===== config.mk =====
export PLATFORM = sky130hd
export DESIGN_NAME = credit_bank
export DESIGN_NICKNAME = d
export VERILOG_FILES = /design/src/rtl/credit_bank.sv
export SDC_FILE = /design/constraint.sdc
export NUM_CORES = 1
export LEC_CHECK = 0
export CAP_MARGIN = 20
export CORE_ASPECT_RATIO = 0.7
export CORE_UTILIZATION = 57
export CTS_CLUSTER_SIZE = 14
export DETAILED_ROUTE_END_ITERATION = 12
export PLACE_DENSITY = 0.81
export SLEW_MARGIN = 25
export SYNTH_ARGS = -nofsm -noshare
export SYNTH_HDL_FRONTEND = slang
export SYNTH_SLANG_ARGS = --single-unit

===== constraint.sdc =====
create_clock -name clk -period 3.1 [get_ports clk]
set_clock_uncertainty 0.2 [all_clocks]
set_input_delay 0.62 -clock clk [delete_from_list [all_inputs] [get_ports clk]]
set_output_delay 0.62 -clock clk [all_outputs]
set_load 0.02 [all_outputs]

===== src/rtl/credit_bank.sv =====
// Credit ledger and spin sequencer for the slot-machine number block.
// Optional `CREDIT_BANK_FREEPLAY_EN: a press while broke reloads START_CREDITS and plays.
module credit_bank #(
    parameter int START_CREDITS = 10,
    parameter int SPIN_COST     = 1,
    parameter int MAX_CREDITS   = 99,
    parameter int ROUND_CYCLES  = 4900,
    parameter int SAMPLE_AT     = 2100
) (
    input  logic       clk,
    input  logic       rst_n,
    input  logic       button,
    input  logic [3:0] score,
    output logic       spin,
    output logic       busy,
    output logic       broke,
    output logic [3:0] last_win,
    output logic [3:0] credits_tens,
    output logic [3:0] credits_ones
);

    localparam int CNT_W = (ROUND_CYCLES > 2) ? $clog2(ROUND_CYCLES) : 1;
    localparam logic [6:0]       START_C    = 7'(START_CREDITS);
    localparam logic [6:0]       COST_C     = 7'(SPIN_COST);
    localparam logic [6:0]       MAX_C      = 7'(MAX_CREDITS);
    localparam logic [CNT_W-1:0] SAMPLE_IDX = CNT_W'(SAMPLE_AT);
    localparam logic [CNT_W-1:0] LAST_IDX   = CNT_W'(ROUND_CYCLES - 1);

    typedef enum logic {S_IDLE, S_RUN} state_t;

    state_t           r_state;
    logic [2:0]       r_sync;
    logic [CNT_W-1:0] r_cnt;
    logic [6:0]       r_credits;
    logic             r_spin;
    logic [3:0]       r_last_win;
    logic             w_press;

    // Payout is summed at 8 bits so an oversized score cannot wrap before the clamp.
    function automatic logic [6:0] sat_add(input logic [6:0] c, input logic [3:0] s);
        logic [7:0] sum;
        sum = {1'b0, c} + {4'b0000, s};
        return (sum > {1'b0, MAX_C}) ? MAX_C : sum[6:0];
    endfunction

    function automatic logic [6:0] sub_cost(input logic [6:0] c);
        return (c >= COST_C) ? (c - COST_C) : c;
    endfunction

    always_ff @(posedge clk or negedge rst_n) begin
        if (!rst_n) begin
            r_sync <= '0;
        end else begin
            r_sync <= {r_sync[1:0], button};
        end
    end

    assign w_press = r_sync[1] & ~r_sync[2];

    always_ff @(posedge clk or negedge rst_n) begin
        if (!rst_n) begin
            r_state    <= S_IDLE;
            r_spin     <= 1'b0;
            r_cnt      <= '0;
            r_credits  <= START_C;
            r_last_win <= '0;
        end else begin
            case (r_state)
                S_IDLE: begin
                    if (w_press) begin
                        if (r_credits >= COST_C) begin
                            r_credits <= sub_cost(r_credits);
                            r_cnt     <= '0;
                            r_spin    <= 1'b1;
                            r_state   <= S_RUN;
                        end
`ifdef CREDIT_BANK_FREEPLAY_EN
                        else begin
                            r_credits <= sub_cost(START_C);
                            r_cnt     <= '0;
                            r_spin    <= 1'b1;
                            r_state   <= S_RUN;
                        end
`endif
                    end
                end
                S_RUN: begin
                    r_cnt <= r_cnt + 1'b1;
                    if (r_cnt == SAMPLE_IDX) begin
                        r_last_win <= score;
                        r_credits  <= sat_add(r_credits, score);
                    end
                    if (r_cnt == LAST_IDX) begin
                        r_spin  <= 1'b0;
                        r_state <= S_IDLE;
                    end
                end
                default: begin
                    r_spin  <= 1'b0;
                    r_state <= S_IDLE;
                end
            endcase
        end
    end

    assign spin         = r_spin;
    assign busy         = r_spin;
    assign broke        = (r_credits < COST_C);
    assign last_win     = r_last_win;
    assign credits_tens = 4'(r_credits / 7'd10);
    assign credits_ones = 4'(r_credits % 7'd10);

endmodule


==> flow_summary_export.csv <==
group,metric,value,unit
yosys,yosysSeqAreaShare,0.342,
sta,tns,-0.371,ns
sta,finalWorstSetupSlack,-0.190,ns
yosys,syn_nets,266,
grt,grt_max_degree,30,
die,io_pins,22,
setup_path,critPathRequiredTime,2.28,ns
cells_and_area,fin_util,0.793,
die,die_h,53.2,um
setup_path,criticalPathCategory,"flop to primary output",
cells_and_area,final_common_cell,"buf_4",
pwr,p_int,0.00105,W
place,hpwlAfterDp,4130,um
yosys,yosysTopAreaCell,"dfrtp_1",
pwr,leakage,1.22,nW
setup_path,reg2reg_depth,8,
pwr,powerDensity,578,nW/um2
grt,grt_pass1_wl,9250,um
sta,timing_hold_violations_final,0,
detailed_routing,detail_route.iter0.violations,176,
yosys,synth_ff_type,"dfrtp_1",
setup_path,start_kind,"flop",
status,status,"complete, but fails checks",
pwr,ir_worst_vdd,0.579,mV
cells_and_area,fillCellCount,246,
detailed_routing,drcViolationCount,0,
setup_path,r2r_start,"r_credits[2]$_DFFE_PN0P_",
setup_path,cp-endpoint,"credits_ones[1]",
setup_path,crit_path_start,"r_credits[4]$_DFFE_PN0P_",
pwr,seq_power_share,0.328,
setup_path,crit_fanout,6,
yosys,synth-warning-count,0,
detailed_routing,via_per_inst,6.12,
sta,rsz0062_at_grt,"yes",
die,start_util,0.599,
grt,grt_usage,0.318,
place,dp_cells,340,
setup_path,rrSetupSlack,0.43,ns
yosys,ys_top_cells_by_area,"dfrtp_1 32%, ha_1 6.5%, o21ai_0 4.0%",
yosys,post-synth-top-area-fraction,0.317,
setup_path,arrival,2.47,ns
grt,grt_pass1_vias,1963,
place,placed_area,2630,um2
worst_hold_path,hold_class,"flop to flop",
job,cap_violations,0,
yosys,synthCells,247,
status,violations,"setup timing",
setup_path,end_kind,"primary output",
cells_and_area,drive_gt1_frac,0.253,
clock_network,cts.clk_slew.worst_paths,0.06,ns
clock_network,cts.htree.levels,2,
yosys,synth_cell_type_count,54,
cells_and_area,final_area,2820,um2
die,dieArea,3990,um2
sta,fmax,304,MHz
yosys,synth_edf_count,0,
cells_and_area,final_cell_mix,"43 x buf_4, 25 x dfrtp_1, 22 x nor2_1",
detailed_routing,avgRoutedWirePerCell,16.7,um
sta,finalCriticalPeriod,3.29,ns
setup_path,r2r_end,"r_credits[3]$_DFFE_PN1P_",
cells_and_area,area_growth,32.4,%
yosys,synthesis.area,2130,um2
yosys,synth-seq-cells,29,
sta,slew_viol_final,0,
pwr,switching_share,0.357,
pwr,power_switching,0.000583,W
cells_and_area,fin_cells,354,
clock_network,cts.sinks,29,
detailed_routing,drtAntennaViolNets,0,
yosys,postSynth.asyncResetShare,1.00,
pwr,pwr-share-comb,0.425,
clock_network,clock_path_buffers,2,
grt,antenna_found_initial,0,
sta,setup_viol,2,
sta,worstMarginPinSlew,0.435,ns
detailed_routing,first_pass_iters,4,
cells_and_area,nNetsFinal,322,
die,core.rowCount,18,
die,core_area,3560,um2
place,io_buffers,21,
sta,maxSlewHeadroom,0.707,
pwr,clockPowerShare,0.247,
yosys,syn_avg_cell_area,8.63,um2
cells_and_area,antenna_cells,0,
grt,grt_overflow,0,
clock_network,clk_latency,0.28,ns
die,die_x,75.1,um
clock_network,cts_inserted_buffers,5,
detailed_routing,vias,2168,
place,gp_congestion,0.881,
sta,fin_crit_sh,1.06,
clock_network,root_buffer,"clkbuf_8",
detailed_routing,drt-total-wl,5910,um
clock_network,cts_tree,"done",
[stage by stage]
stage	hold WS, ns	power [W]	setup slack, ns
2_1_floorplan	0.124	0.000939	0.0216
3_3_place_gp	0.133	0.00116	-0.338
3_5_place_dp	0.143	0.00119	-0.411
4_1_cts	0.164	0.00160	-0.216
5_1_grt	0.184	0.00173	-0.366
6_report	0.158	0.00163	-0.190
[worst min-delay path by stage]
stage / from / end / cells after the start
final: r_sync[0]$_DFF_PN0_ / r_sync[1]$_DFF_PN0_ / 0
after global routing: r_sync[0]$_DFF_PN0_ / r_sync[1]$_DFF_PN0_ / 0
after CTS: r_sync[0]$_DFF_PN0_ / r_sync[1]$_DFF_PN0_ / 0
after detailed placement: r_sync[0]$_DFF_PN0_ / r_sync[1]$_DFF_PN0_ / 0
after global placement: r_sync[0]$_DFF_PN0_ / r_sync[1]$_DFF_PN0_ / 0
after floorplan: rst_n / busy$_DFFE_PN0P_ / 0
[layout make-up]
cell class | instances | area, um2 | area share
Multi-Input combinational cell | 194 | 1350 | 0.478
Sequential cell | 29 | 731 | 0.259
Clock buffer | 7 | 86.3 | 0.0306
Tap cell | 50 | 62.6 | 0.0222
Timing Repair Buffer | 63 | 527 | 0.187
Clock inverter | 1 | 30.0 | 0.0106
Inverter | 10 | 37.5 | 0.0133
[synthesized netlist by cell type, drive strengths merged, types with 3 or more instances]
| cell | number |
|---|---|
| dfrtp | 27 |
| o21ai | 25 |
| nor2 | 22 |
| nand2 | 19 |
| a21oi | 16 |
| nand3 | 12 |
| ha | 11 |
| inv | 10 |
| buf | 9 |
| nand4 | 6 |
| nor2b | 6 |
| and3 | 5 |
| clkbuf | 5 |
| mux2 | 5 |
| nor4 | 5 |
| nor3b | 4 |
| xor2 | 4 |
| a211oi | 3 |
| a31oi | 3 |
| mux2i | 3 |
| o31ai | 3 |
| or2 | 3 |
| xnor2 | 3 |
[worst max-delay path: stages, from the launching register on]
cell      delay, ns
dfrtp_2        0.44
nor3b_1        0.15
o21ai_1        0.13
a21oi_1        0.09
a311oi_2       0.31
ha_2           0.26
inv_2          0.04
and2_4         0.13
a311o_2        0.36
xnor2_4        0.15
buf_6          0.13
[layer usage]
metal,vias to the layer above,share of wire,GRT usage
li1,1026,-,-
met1,1040,0.45,0.457
met2,96,0.45,0.476
met3,6,0.087,0.0933
met4,0,0.0073,0.0566
met5,-,0,0
[logic make-up after synthesis]
kind of cell               count (synthesis)  synth area share
buffers and inverters                     24            0.0511
xor gates and xnor gates                   7            0.0288
AOI/OAI and AO/OA                         75             0.236
DFF                                       29             0.342
adders and majority gates                 12            0.0740
and+or+nand+nor                           92             0.228
muxes                                      8            0.0405
[power by group through the flow]
stage	Clock [W]	Sequential, W	Combinational, W
after floorplan	0	0.000506	0.000434
after global placement	0	0.000528	0.000633
after detailed placement	0	0.000532	0.000654
after CTS	0.000406	0.000528	0.000667
after global routing	0.000425	0.000543	0.000759
final	0.000403	0.000535	0.000694
[sequential cells by signal, indices dropped and copies added (netlist names)]
signal / count
r_credits: 7
r_cnt: 13
busy: 1
r_state: 1
last_win: 4
r_sync: 3
[what timing repair did]
action | CTS | global route
pin swaps | 5 | 5
hold buffers | 0 | 0
buffers inserted | 4 | 2
resized for setup | 25 | 5
setup endpoints to repair | 4 | 5
Power figures use the tool's default switching activity.
